<file path="config.mk">
export PLATFORM = sky130hd
export DESIGN_NAME = tcam_rule_sequencer_flat
export DESIGN_NICKNAME = d
export VERILOG_FILES = /design/src/rtl/tcam_pkg.sv /design/src/rtl/tcam_rule_sequencer_if.sv /design/src/rtl/rr_arb2.sv /design/src/rtl/tcam_rule_sequencer.sv /design/src/flat_wrapper.sv
export SDC_FILE = /design/constraint.sdc
export NUM_CORES = 1
export LEC_CHECK = 0
export CAP_MARGIN = 20
export CELL_PAD_IN_SITES_DETAIL_PLACEMENT = 0
export CELL_PAD_IN_SITES_GLOBAL_PLACEMENT = 1
export CORE_AREA = 5 5 339 341
export DETAILED_ROUTE_END_ITERATION = 12
export DIE_AREA = 0 0 344 346
export PLACE_DENSITY = 0.68
export SLEW_MARGIN = 0
export SYNTH_ARGS = -nofsm -noshare
export SYNTH_HDL_FRONTEND = slang
export SYNTH_HIERARCHICAL = 1
export SYNTH_SLANG_ARGS = --single-unit
export TNS_END_PERCENT = 20
</file>
<file path="constraint.sdc">
create_clock -name clk -period 7.31 [get_ports clk]
set_input_delay 0.731 -clock clk [delete_from_list [all_inputs] [get_ports clk]]
set_output_delay 0.731 -clock clk [all_outputs]
set_load 0.02 [all_outputs]
</file>
<file path="src/rtl/tcam_pkg.sv">
// Shared defaults, sequencer state encoding and requester IDs for the TCAM
// rule sequencer and its arbiter.
package tcam_pkg;

    localparam int DEF_KEY_W    = 128;
    localparam int DEF_ENTRIES  = 16;
    localparam int DEF_ACTION_W = 64;

    typedef enum logic [2:0] {
        ST_IDLE    = 3'd0,
        ST_INVAL   = 3'd1,
        ST_WR_KEY  = 3'd2,
        ST_WR_MASK = 3'd3,
        ST_WR_ACT  = 3'd4,
        ST_SETV    = 3'd5
    } seq_state_t;

    localparam logic SRC_CPU = 1'b0;
    localparam logic SRC_LRN = 1'b1;

endpackage

</file>
<file path="src/rtl/tcam_rule_sequencer_if.sv">
// Rule request channel shared by the CPU staging path and the learn path.
interface tcam_rule_sequencer_if
    import tcam_pkg::*;
#(
    parameter int KEY_W    = DEF_KEY_W,
    parameter int IDX_W    = $clog2(DEF_ENTRIES),
    parameter int ACTION_W = DEF_ACTION_W
);
    // A request transfers on a cycle where valid && ready. The requester holds
    // valid and every field stable until that cycle; ready never waits on valid
    // falling and is only offered while the sequencer is idle.
    logic                valid;
    logic                ready;
    logic                del;
    logic [IDX_W-1:0]    idx;
    logic [KEY_W-1:0]    key;
    logic [KEY_W-1:0]    mask;
    logic [ACTION_W-1:0] action;

    modport master (output valid, del, idx, key, mask, action, input ready);
    modport slave  (input valid, del, idx, key, mask, action, output ready);

endinterface

</file>
<file path="src/rtl/rr_arb2.sv">
// Two-way round-robin arbiter; the pointer remembers the side served last and
// only moves when a grant is actually issued.
module rr_arb2
    import tcam_pkg::*;
(
    input  logic       clk,
    input  logic       resetn,
    input  logic       en,
    input  logic [1:0] req,
    output logic [1:0] gnt
);

    logic last;

    always_comb begin
        gnt = 2'b00;
        if (en) begin
            if (req == 2'b11) begin
                gnt = (last == SRC_CPU) ? 2'b10 : 2'b01;
            end else begin
                gnt = req;
            end
        end
    end

    always_ff @(posedge clk or negedge resetn) begin
        if (!resetn) begin
            last <= SRC_CPU;
        end else if (|gnt) begin
            last <= gnt[1];
        end
    end

endmodule

</file>
<file path="src/rtl/tcam_rule_sequencer.sv">
// Sequences atomic rule installs/deletes into the TCAM and action tables,
// keeping entry_valid low while an entry is being rewritten.
module tcam_rule_sequencer
    import tcam_pkg::*;
#(
    parameter int KEY_W    = DEF_KEY_W,
    parameter int ENTRIES  = DEF_ENTRIES,
    parameter int IDX_W    = $clog2(ENTRIES),
    parameter int ACTION_W = DEF_ACTION_W
) (
    input  logic                  clk,
    input  logic                  resetn,
    tcam_rule_sequencer_if.slave  cpu,
    tcam_rule_sequencer_if.slave  lrn,
    input  logic                  wr_hold,
    output logic                  tcam_wr_en,
    output logic [IDX_W-1:0]      tcam_wr_addr,
    output logic                  tcam_wr_is_mask,
    output logic [KEY_W-1:0]      tcam_wr_data,
    output logic                  action_wr_en,
    output logic [IDX_W-1:0]      action_wr_addr,
    output logic [ACTION_W-1:0]   action_wr_data,
    output logic [ENTRIES-1:0]    entry_valid,
    output logic                  busy,
    output logic                  done,
    output logic                  done_src,
    output seq_state_t            state_dbg
);

    seq_state_t          state, nxt;
    logic                grant_en;
    logic [1:0]          gnt;
    logic                take;

    logic                del_q;
    logic                src_q;
    logic [IDX_W-1:0]    idx_q;
    logic [KEY_W-1:0]    key_q;
    logic [KEY_W-1:0]    mask_q;
    logic [ACTION_W-1:0] action_q;

    logic                tcam_wr_en_d;
    logic [IDX_W-1:0]    tcam_wr_addr_d;
    logic                tcam_wr_is_mask_d;
    logic [KEY_W-1:0]    tcam_wr_data_d;
    logic                action_wr_en_d;
    logic [IDX_W-1:0]    action_wr_addr_d;
    logic [ACTION_W-1:0] action_wr_data_d;
    logic [ENTRIES-1:0]  entry_valid_d;

    assign grant_en = (state == ST_IDLE) && !wr_hold;

    rr_arb2 u_arb (
        .clk    (clk),
        .resetn (resetn),
        .en     (grant_en),
        .req    ({lrn.valid, cpu.valid}),
        .gnt    (gnt)
    );

    assign cpu.ready = gnt[0];
    assign lrn.ready = gnt[1];
    assign take      = |gnt;

    always_ff @(posedge clk or negedge resetn) begin
        if (!resetn) begin
            del_q    <= 1'b0;
            src_q    <= SRC_CPU;
            idx_q    <= '0;
            key_q    <= '0;
            mask_q   <= '0;
            action_q <= '0;
        end else if (take) begin
            src_q    <= gnt[1];
            del_q    <= gnt[1] ? lrn.del    : cpu.del;
            idx_q    <= gnt[1] ? lrn.idx    : cpu.idx;
            key_q    <= gnt[1] ? lrn.key    : cpu.key;
            mask_q   <= gnt[1] ? lrn.mask   : cpu.mask;
            action_q <= gnt[1] ? lrn.action : cpu.action;
        end
    end

    // Write-port values are prepared one state early so each strobe is a
    // register output that lines up with the state it belongs to.
    always_comb begin
        nxt               = state;
        tcam_wr_en_d      = 1'b0;
        tcam_wr_addr_d    = tcam_wr_addr;
        tcam_wr_is_mask_d = tcam_wr_is_mask;
        tcam_wr_data_d    = tcam_wr_data;
        action_wr_en_d    = 1'b0;
        action_wr_addr_d  = action_wr_addr;
        action_wr_data_d  = action_wr_data;
        entry_valid_d     = entry_valid;
        case (state)
            ST_IDLE: begin
                if (take) nxt = ST_INVAL;
            end
            ST_INVAL: begin
                entry_valid_d[idx_q] = 1'b0;
                if (del_q) begin
                    nxt = ST_IDLE;
                end else begin
                    nxt               = ST_WR_KEY;
                    tcam_wr_en_d      = 1'b1;
                    tcam_wr_addr_d    = idx_q;
                    tcam_wr_is_mask_d = 1'b0;
                    tcam_wr_data_d    = key_q;
                end
            end
            ST_WR_KEY: begin
                nxt               = ST_WR_MASK;
                tcam_wr_en_d      = 1'b1;
                tcam_wr_addr_d    = idx_q;
                tcam_wr_is_mask_d = 1'b1;
                tcam_wr_data_d    = mask_q;
            end
            ST_WR_MASK: begin
                nxt              = ST_WR_ACT;
                action_wr_en_d   = 1'b1;
                action_wr_addr_d = idx_q;
                action_wr_data_d = action_q;
            end
            ST_WR_ACT: begin
                nxt = ST_SETV;
            end
            ST_SETV: begin
                entry_valid_d[idx_q] = 1'b1;
                nxt                  = ST_IDLE;
            end
            default: nxt = ST_IDLE;
        endcase
    end

    always_ff @(posedge clk or negedge resetn) begin
        if (!resetn) begin
            state           <= ST_IDLE;
            tcam_wr_en      <= 1'b0;
            tcam_wr_addr    <= '0;
            tcam_wr_is_mask <= 1'b0;
            tcam_wr_data    <= '0;
            action_wr_en    <= 1'b0;
            action_wr_addr  <= '0;
            action_wr_data  <= '0;
            entry_valid     <= '0;
        end else begin
            state           <= nxt;
            tcam_wr_en      <= tcam_wr_en_d;
            tcam_wr_addr    <= tcam_wr_addr_d;
            tcam_wr_is_mask <= tcam_wr_is_mask_d;
            tcam_wr_data    <= tcam_wr_data_d;
            action_wr_en    <= action_wr_en_d;
            action_wr_addr  <= action_wr_addr_d;
            action_wr_data  <= action_wr_data_d;
            entry_valid     <= entry_valid_d;
        end
    end

    assign busy      = (state != ST_IDLE);
    assign done      = (state == ST_SETV) || ((state == ST_INVAL) && del_q);
    assign done_src  = done && src_q;
    assign state_dbg = state;

endmodule
</file>
<file path="src/flat_wrapper.sv">
// flat-port wrapper written by rule: the top's interface ports become plain ports
module tcam_rule_sequencer_flat import tcam_pkg::*;
#(
    parameter int KEY_W    = DEF_KEY_W,
    parameter int ENTRIES  = DEF_ENTRIES,
    parameter int IDX_W    = $clog2(ENTRIES),
    parameter int ACTION_W = DEF_ACTION_W
)
  (clk, resetn, wr_hold, tcam_wr_en, tcam_wr_addr, tcam_wr_is_mask, tcam_wr_data, action_wr_en, action_wr_addr, action_wr_data, entry_valid, busy, done, done_src, state_dbg, cpu_valid, cpu_del, cpu_idx, cpu_key, cpu_mask, cpu_action, cpu_ready, lrn_valid, lrn_del, lrn_idx, lrn_key, lrn_mask, lrn_action, lrn_ready);
  tcam_rule_sequencer_if #(.KEY_W(KEY_W), .IDX_W(IDX_W), .ACTION_W(ACTION_W)) cpu_i ();
  tcam_rule_sequencer_if #(.KEY_W(KEY_W), .IDX_W(IDX_W), .ACTION_W(ACTION_W)) lrn_i ();
  input  logic clk;
  input  logic resetn;
  input  logic wr_hold;
  output logic tcam_wr_en;
  output logic [IDX_W-1:0] tcam_wr_addr;
  output logic tcam_wr_is_mask;
  output logic [KEY_W-1:0] tcam_wr_data;
  output logic action_wr_en;
  output logic [IDX_W-1:0] action_wr_addr;
  output logic [ACTION_W-1:0] action_wr_data;
  output logic [ENTRIES-1:0] entry_valid;
  output logic busy;
  output logic done;
  output logic done_src;
  output seq_state_t state_dbg;
  input wire logic [$bits(cpu_i.valid)-1:0] cpu_valid;
  input wire logic [$bits(cpu_i.del)-1:0] cpu_del;
  input wire logic [$bits(cpu_i.idx)-1:0] cpu_idx;
  input wire logic [$bits(cpu_i.key)-1:0] cpu_key;
  input wire logic [$bits(cpu_i.mask)-1:0] cpu_mask;
  input wire logic [$bits(cpu_i.action)-1:0] cpu_action;
  output wire logic [$bits(cpu_i.ready)-1:0] cpu_ready;
  input wire logic [$bits(lrn_i.valid)-1:0] lrn_valid;
  input wire logic [$bits(lrn_i.del)-1:0] lrn_del;
  input wire logic [$bits(lrn_i.idx)-1:0] lrn_idx;
  input wire logic [$bits(lrn_i.key)-1:0] lrn_key;
  input wire logic [$bits(lrn_i.mask)-1:0] lrn_mask;
  input wire logic [$bits(lrn_i.action)-1:0] lrn_action;
  output wire logic [$bits(lrn_i.ready)-1:0] lrn_ready;
  assign cpu_i.valid = cpu_valid;
  assign cpu_i.del = cpu_del;
  assign cpu_i.idx = cpu_idx;
  assign cpu_i.key = cpu_key;
  assign cpu_i.mask = cpu_mask;
  assign cpu_i.action = cpu_action;
  assign cpu_ready = cpu_i.ready;
  assign lrn_i.valid = lrn_valid;
  assign lrn_i.del = lrn_del;
  assign lrn_i.idx = lrn_idx;
  assign lrn_i.key = lrn_key;
  assign lrn_i.mask = lrn_mask;
  assign lrn_i.action = lrn_action;
  assign lrn_ready = lrn_i.ready;
  tcam_rule_sequencer #(.KEY_W(KEY_W), .ENTRIES(ENTRIES), .IDX_W(IDX_W), .ACTION_W(ACTION_W)) u_core (.clk(clk), .resetn(resetn), .cpu(cpu_i), .lrn(lrn_i), .wr_hold(wr_hold), .tcam_wr_en(tcam_wr_en), .tcam_wr_addr(tcam_wr_addr), .tcam_wr_is_mask(tcam_wr_is_mask), .tcam_wr_data(tcam_wr_data), .action_wr_en(action_wr_en), .action_wr_addr(action_wr_addr), .action_wr_data(action_wr_data), .entry_valid(entry_valid), .busy(busy), .done(done), .done_src(done_src), .state_dbg(state_dbg));
endmodule
</file>
==> results.cfg <==
[worst_setup_path]
critPathKind = reg2out
worstPathArrival_ns = 3.16
cp_max_fo = 20
slowest_delay_ns = 0.71
endpoint_kind = output pin
reg2reg_from = u_core/state_dbg[2]
slowest_stage = clkdlybuf4s50_1
path_cells = or3_1, nor2_1, nand2_1, a21oi_4, clkdlybuf4s50_1
start_kind = flop
worstSetupStartpoint = u_core/state_dbg[2]
required_ns = 6.58

[route]
wl_per_cell_um = 21.2
wl_um = 94600
drt_first_pass_iters = 5
drtIter0Drc = 886
routed_via_density = 4.20
antenna_left = 0
remaining_drc_errors = 0
num_vias = 18800

[sta]
max_freq_mhz = 257
setup_slack_ns = 3.42
hold_violations = 0
fin_crit_ns = 3.89
relSlewSlack = 0.289
finalSetupViolCount = 0
tightest_slew_ns = 1.07
fin_hold_ws_ns = 0.144
rsz0062_at_grt = false
finalClockSkew_ns = 0.0181
finalSetupTns_ns = 0
fin_crit_sh = 0.532
drv_slew = 0

[grt]
grt_pass1_vias = 20100
grt_pass1_wl_um = 136000
grt_max_degree = 203
antenna_found_initial = 19
gr-usage-all-layers = 0.152
grt-ovfl-total = 0

[floorplanning]
fp.dieH_um = 346
die_area_um2 = 119000
pin_count = 882
core_um2 = 112000
start_util = 0.221
placementRows = 123
die_w_um = 344

[yosys]
synth_ff_type = dfrtp_1
syn_area_um2 = 24700
yosysTopAreaCellShare = 0.557
synthTopCellsByCount = dfrtp_1 (549), mux2_2 (341), nand2_1 (338)
ys_seq_area_frac = 0.557
yosysMostFrequentCell = dfrtp_1
synth_cell_types = 32
avgSynthCellArea_um2 = 11.9
synth.area.top_cells = dfrtp_1 (56%), mux2_2 (16%), mux2i_1 (13%)
syn-num-nets = 2728
synthArstFlopShare = 1.00
ys_ff_latch = 549
ys_warn_count = 6
syn_inst = 2073
synth_edf_count = 0
yosysTopAreaCell = dfrtp_1

[clocking]
post_cts_buffers = 0
numCtsBuffers = 70
cts_sinks = 549
clk_pin_slew_ns = 0.06
cts_resized = 0
cts_root_buf = clkbuf_16
insertion_delay_ns = 0.63
cts_tree = built
ctsHoldBuffers = 0
htreeDepth = 3
clockBufferDepth = 3

[placement]
io_buffer_count = 881
dp_hpwl_um = 68200
routabilityCongestion = 0.823
post-place-ws_ns = 3.69

[hold_path]
hold_class = in2async

[pwr]
max-vdd-ir-drop_mv = 0.222
leakagePower_nw = 14.4
p_per_area_nw_per_um2 = 402

[status]
status = finished clean

[job]
drv_cap = 0

[finish]
final_util = 0.335
synthToLayoutAreaGrowth_pct = 51.6
nets = 3552
drive_gt1_frac = 0.162
==> flip-flops by register name, summed over array words and instances, names as in the netlist, 3 cells and up, named ones only <==
register               flops
u_core/action_wr_addr      4
u_core/key_q             128
u_core/tcam_wr_addr        4
u_core/action_wr_data     64
u_core/mask_q            128
u_core/tcam_wr_data      128
u_core/action_q           64
u_core/idx_q               4
u_core/state_dbg           3
==> cell type report <==
type                            instances  area [um2]
Multi-Input combinational cell       1370       10300
Clock inverter                         20         295
Sequential cell                       549       13700
Antenna cell                           12        30.0
Fill cell                           11300       74200
Tap cell                             1500        1880
Clock buffer                          102        2030
Inverter                                3        11.3
Timing Repair Buffer                  903        9110
==> where the power goes <==
| part | total (W) | internal (W) | switching (W) |
|---|---|---|---|
| Sequential | 0.00546 | 0.00454 | 0.000916 |
| Combinational | 0.00602 | 0.00316 | 0.00287 |
| Clock | 0.00354 | 0.00212 | 0.00143 |
| Total | 0.0150 | 0.00981 | 0.00521 |
==> routing by layer <==
| metal | wire length (um) | up-vias | global-route usage |
|---|---|---|---|
| li1 | - | 8918 | - |
| met1 | 36700 | 9127 | 0.175 |
| met2 | 47000 | 585 | 0.262 |
| met3 | 8770 | 106 | 0.0567 |
| met4 | 2110 | 14 | 0.0461 |
| met5 | 87 | - | 0 |
==> cells in the final DEF (no fill, tap or decap), types with 14 or more instances in the layout <==
cell type | netlist | final
clkdlybuf4s50_1 | 0 | 880
clkbuf_16 | 0 | 71
mux2_2 | 341 | 341
dfrtp_1 | 549 | 549
o21ai_0 | 326 | 326
nand2_1 | 338 | 337
clkbuf_1 | 90 | 17
clkbuf_8 | 0 | 14
mux2i_1 | 325 | 325
==> worst max-delay path: cells and delay by family, from the launching register on <==
family                 cells  cell delay [ns]
AOI/OAI and AO/OA          1             0.35
buffers and inverters      1             0.71
DFF                        1             0.65
and+or+nand+nor            3             0.82
==> stage by stage <==
stage               total power (W)  area, um2  std cells
global route                 0.0160      37400       4453
detailed placement           0.0116      35100       4325
floorplan                   0.00885      24700       2073
CTS                          0.0153      37400       4447
global placement             0.0115      35100       4325
finish                       0.0150      37400       4459
==> worst paths after layout <==
path	to	slack (ns)	cells past startpoint
max	lrn_ready	3.42	5
min	u_core/tcam_wr_data[68]	0.14	1
max reg2reg	u_core/key_q[53]	3.63	8
min reg2reg	u_core/src_q	0.48	1
max in group asynchronous	u_core/tcam_wr_data[108]	5.54	3
min in group clk	u_core/src_q	0.48	1
==> cells by family (layout without fill, tap and decap cells) <==
group                  Yosys count  count (layout)  synth area share
multiplexers                   669             669             0.289
flip-flops                     549             549             0.557
buffers and inverters          154            1028            0.0273
other                            0              12                 0
AND/OR/NAND/NOR                366             366            0.0588
AO/OA/AOI/OAI                  335             335            0.0685
(Power assumes the default switching activity.)
